[config.mk]
export PLATFORM = sky130hd
export DESIGN_NAME = intra_mode_decider
export DESIGN_NICKNAME = d
export VERILOG_FILES = /design/src/rtl/intrapred_pkg.sv /design/src/rtl/sad_lane.sv /design/src/rtl/intra_mode_decider.sv
export SDC_FILE = /design/constraint.sdc
export NUM_CORES = 2
export LEC_CHECK = 0
export BUFFER_PORTS_ARGS = -buffer_cell sky130_fd_sc_hd__clkbuf_2
export CORE_MARGIN = 1.5
export CORE_UTILIZATION = 45
export CTS_CLUSTER_DIAMETER = 40
export CTS_CLUSTER_SIZE = 12
export DETAILED_ROUTE_END_ITERATION = 16
export PLACE_DENSITY_LB_ADDON = 0.25
export SYNTH_ARGS = -nofsm -noshare
export SYNTH_HDL_FRONTEND = slang
export SYNTH_SLANG_ARGS = --single-unit
[constraint.sdc]
create_clock -name clk -period 4.6 [get_ports clk]
set_input_delay 0.23 -clock clk [delete_from_list [all_inputs] [get_ports clk]]
set_output_delay 0.23 -clock clk [all_outputs]
set_load 0.05 [all_outputs]
[src/rtl/intrapred_pkg.sv]
`default_nettype none
// ============================================================================
// Module      : intrapred_pkg
// Description : Shared types for the intra mode decision path: prediction
//               mode encodings, decider FSM states and SAD width helper.
// Revision    : 1.0 - initial release
// ============================================================================
package intrapred_pkg;

  // Luma 4x4 prediction modes
  typedef enum logic [3:0] {
    L4_V   = 4'd0,
    L4_H   = 4'd1,
    L4_DC  = 4'd2,
    L4_DDL = 4'd3,
    L4_DDR = 4'd4,
    L4_VR  = 4'd5,
    L4_HD  = 4'd6,
    L4_VL  = 4'd7,
    L4_HU  = 4'd8
  } luma4x4_mode_e;

  // Luma 16x16 and chroma 8x8 prediction modes
  typedef enum logic [1:0] {
    L16_V     = 2'd0,
    L16_H     = 2'd1,
    L16_DC    = 2'd2,
    L16_PLANE = 2'd3
  } luma16_mode_e;

  // Decider control states
  typedef enum logic [1:0] {
    ST_IDLE    = 2'd0,
    ST_ACCUM   = 2'd1,
    ST_COMPARE = 2'd2,
    ST_OUTPUT  = 2'd3
  } state_e;

  // Width that holds the worst-case SAD (255 per pixel) of a w x h block
  function automatic int sad_width(input int w, input int h);
    return 8 + $clog2(w * h);
  endfunction

endpackage
`default_nettype wire

[src/rtl/sad_lane.sv]
`default_nettype none
// ============================================================================
// Module      : sad_lane
// Description : One prediction mode's SAD path: PPC absolute differences,
//               per-beat sum and a clearable running accumulator.
// Revision    : 1.0 - initial release
// ============================================================================
module sad_lane #(
  parameter int PPC   = 4,
  parameter int SAD_W = 12
) (
  input  logic               clk,
  input  logic               reset,
  input  logic               clr_i,
  input  logic               en_i,
  input  logic [PPC*8-1:0]   org_pix_i,
  input  logic [PPC*8-1:0]   pred_pix_i,
  output logic [SAD_W-1:0]   acc_o
);

  logic [7:0]       diff [PPC];
  logic [SAD_W-1:0] beat_sum;
  logic [SAD_W-1:0] acc_d;
  logic [SAD_W-1:0] acc_q;

  // Unsigned 8-bit absolute difference per pixel
  for (genvar k = 0; k < PPC; k++) begin : g_absdiff
    logic [7:0] o_px;
    logic [7:0] p_px;
    assign o_px    = org_pix_i[k*8 +: 8];
    assign p_px    = pred_pix_i[k*8 +: 8];
    assign diff[k] = (o_px >= p_px) ? (o_px - p_px) : (p_px - o_px);
  end

  // Sum of this beat's differences; SAD_W always covers PPC*255
  always_comb begin
    beat_sum = '0;
    for (int k = 0; k < PPC; k++) begin
      beat_sum = beat_sum + {{(SAD_W-8){1'b0}}, diff[k]};
    end
  end

  // Next accumulator value: clear wins, otherwise add on enabled beats
  always_comb begin
    acc_d = acc_q;
    if (clr_i) begin
      acc_d = '0;
    end else if (en_i) begin
      acc_d = acc_q + beat_sum;
    end
  end

  // Accumulator register
  always_ff @(posedge clk or negedge reset) begin
    if (!reset) begin
      acc_q <= '0;
    end else begin
      acc_q <= acc_d;
    end
  end

  assign acc_o = acc_q;

endmodule
`default_nettype wire

[src/rtl/intra_mode_decider.sv]
`default_nettype none
// ============================================================================
// Module      : intra_mode_decider
// Description : Streams one block of original pixels plus NUM_MODES
//               predictions, accumulates a SAD per mode, then scans the
//               enabled modes one per cycle and reports the minimum.
// Revision    : 1.0 - initial release
// ============================================================================
module intra_mode_decider
  import intrapred_pkg::*;
#(
  parameter  int BLK_W     = 4,
  parameter  int BLK_H     = 4,
  parameter  int NUM_MODES = 9,
  parameter  int PPC       = 4,
  localparam int SAD_W     = sad_width(BLK_W, BLK_H),
  localparam int MODE_W    = $clog2(NUM_MODES)
) (
  input  logic                       clk,
  input  logic                       reset,
  input  logic                       start,
  input  logic [NUM_MODES-1:0]       mode_mask,
  input  logic                       in_valid,
  output logic                       in_ready,
  input  logic [PPC*8-1:0]           org_pix,
  input  logic [NUM_MODES*PPC*8-1:0] pred_pix,
  output logic                       out_valid,
  input  logic                       out_ready,
  output logic [MODE_W-1:0]          best_mode,
  output logic [SAD_W-1:0]           best_sad,
  output logic                       no_mode,
  output logic                       busy
);

  localparam int BEATS = (BLK_W * BLK_H) / PPC;
  localparam int CNT_W = (BEATS > 1) ? $clog2(BEATS) : 1;
  localparam logic [CNT_W-1:0]  LAST_BEAT = CNT_W'(BEATS - 1);
  localparam logic [MODE_W-1:0] LAST_MODE = MODE_W'(NUM_MODES - 1);

  state_e                 state_q;
  logic [NUM_MODES-1:0]   mask_q;
  logic [CNT_W-1:0]       beat_cnt_q;
  logic [MODE_W-1:0]      cmp_idx_q;
  logic                   found_q;
  logic [MODE_W-1:0]      best_mode_q;
  logic [SAD_W-1:0]       best_sad_q;
  logic                   no_mode_q;
  logic                   out_valid_q;
  logic                   in_ready_q;
  logic                   busy_q;

  logic                   lane_clr;
  logic                   beat_fire;
  logic [SAD_W-1:0]       acc [NUM_MODES];
  logic [SAD_W-1:0]       cur_acc;

  assign lane_clr  = (state_q == ST_IDLE) && start;
  assign beat_fire = (state_q == ST_ACCUM) && in_valid && in_ready_q;
  assign cur_acc   = acc[cmp_idx_q];

  // One SAD lane per candidate mode
  for (genvar m = 0; m < NUM_MODES; m++) begin : g_lane
    sad_lane #(
      .PPC   (PPC),
      .SAD_W (SAD_W)
    ) u_lane (
      .clk        (clk),
      .reset      (reset),
      .clr_i      (lane_clr),
      .en_i       (beat_fire),
      .org_pix_i  (org_pix),
      .pred_pix_i (pred_pix[m*PPC*8 +: PPC*8]),
      .acc_o      (acc[m])
    );
  end

  // Control FSM: accumulate beats, scan modes, hold result until consumed
  always_ff @(posedge clk or negedge reset) begin
    if (!reset) begin
      state_q     <= ST_IDLE;
      mask_q      <= '0;
      beat_cnt_q  <= '0;
      cmp_idx_q   <= '0;
      found_q     <= 1'b0;
      best_mode_q <= '0;
      best_sad_q  <= '0;
      no_mode_q   <= 1'b0;
      out_valid_q <= 1'b0;
      in_ready_q  <= 1'b0;
      busy_q      <= 1'b0;
    end else begin
      case (state_q)
        ST_IDLE: begin
          if (start) begin
            mask_q      <= mode_mask;
            beat_cnt_q  <= '0;
            cmp_idx_q   <= '0;
            found_q     <= 1'b0;
            // All-ones doubles as the reported SAD when no mode is enabled
            best_mode_q <= '0;
            best_sad_q  <= '1;
            no_mode_q   <= 1'b0;
            in_ready_q  <= 1'b1;
            busy_q      <= 1'b1;
            state_q     <= ST_ACCUM;
          end
        end
        ST_ACCUM: begin
          if (beat_fire) begin
            if (beat_cnt_q == LAST_BEAT) begin
              in_ready_q <= 1'b0;
              state_q    <= ST_COMPARE;
            end else begin
              beat_cnt_q <= beat_cnt_q + CNT_W'(1);
            end
          end
        end
        ST_COMPARE: begin
          // Strict less-than keeps the lowest index on ties
          if (mask_q[cmp_idx_q] && (!found_q || (cur_acc < best_sad_q))) begin
            best_sad_q  <= cur_acc;
            best_mode_q <= cmp_idx_q;
            found_q     <= 1'b1;
          end
          if (cmp_idx_q == LAST_MODE) begin
            no_mode_q   <= ~|mask_q;
            out_valid_q <= 1'b1;
            state_q     <= ST_OUTPUT;
          end else begin
            cmp_idx_q <= cmp_idx_q + MODE_W'(1);
          end
        end
        ST_OUTPUT: begin
          if (out_ready) begin
            out_valid_q <= 1'b0;
            busy_q      <= 1'b0;
            state_q     <= ST_IDLE;
          end
        end
        default: begin
          state_q <= ST_IDLE;
        end
      endcase
    end
  end

  assign in_ready  = in_ready_q;
  assign out_valid = out_valid_q;
  assign best_mode = best_mode_q;
  assign best_sad  = best_sad_q;
  assign no_mode   = no_mode_q;
  assign busy      = busy_q;

endmodule
`default_nettype wire

==> summary.txt <==
Run status
  – Status: complete, but fails checks
  – Failing checks: setup timing

Floorplan
  – Core Footprint: roughly 0.087 mm²
  – Die footprint: 0.0895 mm²
  – I/O pins: ~350
  – Chip width: ~300 µm
  – Row count: around 110
  – Die Height: approximately 300 µm
  – Initial Utilization: 45.4%

Layout
  – Share of layout cells above drive strength 1: about two fifths
  – Final Cell Area: roughly 0.058 mm²
  – Filler cells: 6949
  – Layout area overhead: 46.8%
  – Final net count: approximately 7800
  – Final non-filler cell total: approximately 7600

Global routing
  – Vias in the first global route: 40200
  – Largest net degree at the start of global routing: 77
  – GRT Overall Usage: ~33%
  – Initial antenna violation count: 12
  – Global route overflow: 0
  – Global-route wire length before repair: 226000 µm

Setup path
  – CP max stage delay: between 0.5 and 0.6 ns
  – Worst Setup Path Type: input port to register
  – CP endpoint kind: register
  – Worst path bufs/invs: 8
  – Critical-path top delay cell: fa_1
  – Worst Path Max Fanout: 4
  – CP Launch Type: input port
  – CP delay by family, top: compound AO/OA/AOI/OAI gates
  – WP data required: slightly below 5 ns
  – Critical Path AT: between 6 and 7 ns

Clocking
  – Clk_lat worst skew: 0.45 ns
  – CTS tree: yes
  – Clock Sinks: approximately 150
  – Clock transition at path regs: around 0.06 ns
  – CTS Buf Count: 17
  – # H-tree levels: 4
  – Clock Tree Root: clkbuf_16
  – Clk buf depth: 2

Min path
  – Class of the tightest hold or removal check: input port to register

Logic synthesis
  – Syn Area/Cell: about 8.3 µm²
  – Yosys cell types: 86
  – Top post-synthesis cells by area: ha_1 24%, fa_1 11%, dfrtp_1 9.3%, inv_1 8.0%, a21oi_1 5.2%
  – FF+latch count, synth: between 100 and 150
  – Area leader, netlist: ha_1
  – Synthesized cell area: ~0.039 mm²
  – Syn Nets: ~6100
  – Most common library cells after synthesis: 846 x inv_1, 756 x ha_1, 413 x a21oi_1, 366 x nand2_1, 228 x o21ai_0
  – Post-synthesis sequential area ratio: a little under a tenth
  – Mapped Cells: ~4800
  – Primary FF master, synth: dfrtp_1
  – FFs w/ async S/R, synth: 100%
  – Post-synth top area share: 24.0%
  – Ys Warns: 0
  – Post-synth EDFFs: 0
  – Most common cell in the netlist: inv_1

Timing
  – Pins Over Slew Limit: 0
  – Unrepaired setup endpoints after global routing: true
  – Fmax: 0.176 GHz
  – Final worst path period share: 123%
  – PnR worst setup slack: -1.08 ns
  – Slew headroom: between 20% and 30%
  – Final hold vios: 0
  – Max Clock Skew: 0.00805 ns
  – Actual slew at the worst max-slew pin: 1.10 ns
  – Final min period: approximately 5.7 ns
  – Setup violations, final: 85

Pwr
  – Lkg Pwr: ~30 nW
  – Pwr Total: 38.8 mW
  – Maximum VDD drop: 752 µV
  – PD cells: between 600 and 700 mW/mm²

Placed design
  – Global placement routability congestion: approximately 1
  – Port Buffer Count: 353
  – DP HPWL: roughly 130000 µm
  – Placed Cells incl. Taps: 7467
  – DP Area: about 0.054 mm²

Route
  – Total number of vias: 41400
  – Post-route ant nets: 0
  – Drt wl/cell: between 15 and 20 µm
  – # DRC: 0
  – Vias per std cell: 5.42
  – DRT Pass-1 Iters: 6
  – Initial DRC count: roughly 2900
  – WL final: around 150000 µm

Job
  – Max-Cap Viols: 0
[metal layers]
layer,track usage [%],share of wire [%],up-vias
li1,-,-,19800
met3,4.57,7.3,308
met5,0,0.059,-
met4,11.9,4.4,14
met2,52.0,45,1443
met1,44.6,43,19800
[layout by cell type, fill, tap and decap left out, types with 27 or more instances in the layout]
| cell type | n |
|---|---|
| ha_1 | 656 |
| a21oi_1 | 286 |
| o21bai_1 | 49 |
| nor2_1 | 128 |
| o21ai_1 | 59 |
| a211oi_2 | 27 |
| ha_4 | 91 |
| a21o_1 | 147 |
| o21ai_2 | 44 |
| nand2b_1 | 45 |
| inv_2 | 80 |
| buf_12 | 33 |
| mux2_2 | 51 |
| clkbuf_2 | 350 |
| mux2i_1 | 125 |
| nand2_1 | 363 |
| a21oi_4 | 37 |
| buf_4 | 1302 |
| nand3_1 | 83 |
| inv_1 | 755 |
| and2_1 | 36 |
| o21a_1 | 53 |
| a211oi_1 | 28 |
| o21ai_0 | 162 |
| a21oi_2 | 91 |
| fa_1 | 189 |
| a31oi_1 | 39 |
| xor2_1 | 93 |
| dfrtp_1 | 145 |
| buf_6 | 57 |
| xnor2_1 | 123 |
| o211ai_1 | 31 |
| xnor2_2 | 53 |
| fa_2 | 36 |
| nor2b_1 | 32 |
[through the flow]
step | util (%) | hold slack (ns) | setup TNS, ns | setup WS [ns]
global route | 66.7 | 0.138 | -71.91 | -1.30
detailed placement | 61.8 | 0.279 | -99.99 | -1.66
floorplan | - | -0.0656 | -40.57 | -0.984
CTS | 64.4 | 0.0951 | -45.97 | -0.977
global placement | 61.8 | 0.280 | -90.08 | -1.57
finish | 66.7 | 0.110 | -55.79 | -1.08
[flip-flops by register name (all words and copies together) (netlist names), 2 cells and up]
signal,cells
best_sad,12
best_mode,4
beat_cnt_q,2
mask_q,9
g_lane.u_lane.acc_o,108
cmp_idx_q,4
state_q,2
[worst reg2reg max path: cells and delay by family (launching register included)]
family	cells	cell delay, ns
buffers and inverters	1	0.30
AO/OA/AOI/OAI	8	1.83
AND/OR/NAND/NOR	2	0.93
adder cells (fa/ha/maj)	1	0.37
flip-flops	1	0.62
[where the power goes]
part / internal [mW] / total, mW / leakage [nW] / switching [mW]
combinational: 18.8 / 36.0 / 27.7 / 17.2
clock: 0.964 / 1.56 / 0.305 / 0.592
sequential: 1.28 / 1.28 / 1.94 / 0
[what timing repair did]
action	4_1_cts	5_1_grt
setup buffers	70	74
hold buffers	10	0
pin swaps	257	378
gates cloned	1	0
gates resized for setup	220	319
endpoints found under the setup margin	86	90
hold endpoints to repair	74	0
[worst paths after layout]
| check | startpoint | endpoint | slack, ns | cells past startpoint |
|---|---|---|---|---|
| worst max-delay path | org_pix[8] | g_lane[2].u_lane.acc_o[10] | -1.08 | 29 |
| worst min-delay path | out_ready | out_valid | 0.11 | 4 |
| worst max register to register | cmp_idx_q[1] | best_mode[0] | 0.42 | 12 |
| worst min register to register | mask_q[2] | mask_q[2] | 0.50 | 2 |
| max in group asynchronous | reset | g_lane[3].u_lane.acc_o[2] | 3.05 | 3 |
| min in group asynchronous | reset | mask_q[4] | 0.35 | 2 |
[cells by family (layout without fill, tap and decap cells)]
| group | after synthesis | in the layout | synth area share [%] |
|---|---|---|---|
| AND/OR/NAND/NOR | 855 | 855 | 10.4 |
| other | 0 | 5 | 0 |
| buffers and inverters | 921 | 2634 | 8.81 |
| multiplexers | 245 | 245 | 7.30 |
| adder cells (fa/ha/maj) | 981 | 981 | 35.4 |
| XOR/XNOR | 291 | 291 | 6.46 |
| flip-flops | 146 | 146 | 9.26 |
| AO/OA/AOI/OAI | 1321 | 1322 | 22.4 |
[cell type report]
class / count / area [µm²] / share of cell area (%)
clock inverter: 9 / 153 / 0.263
clock buffer: 23 / 488 / 0.842
timing repair buffer: 1755 / 13000 / 22.4
inverter: 847 / 3210 / 5.55
multi-input combinational: 3694 / 36000 / 62.1
sequential: 146 / 3650 / 6.31
tap: 1155 / 1450 / 2.49
antenna: 5 / 12.5 / 0.0216
(Power assumes the default switching activity.)
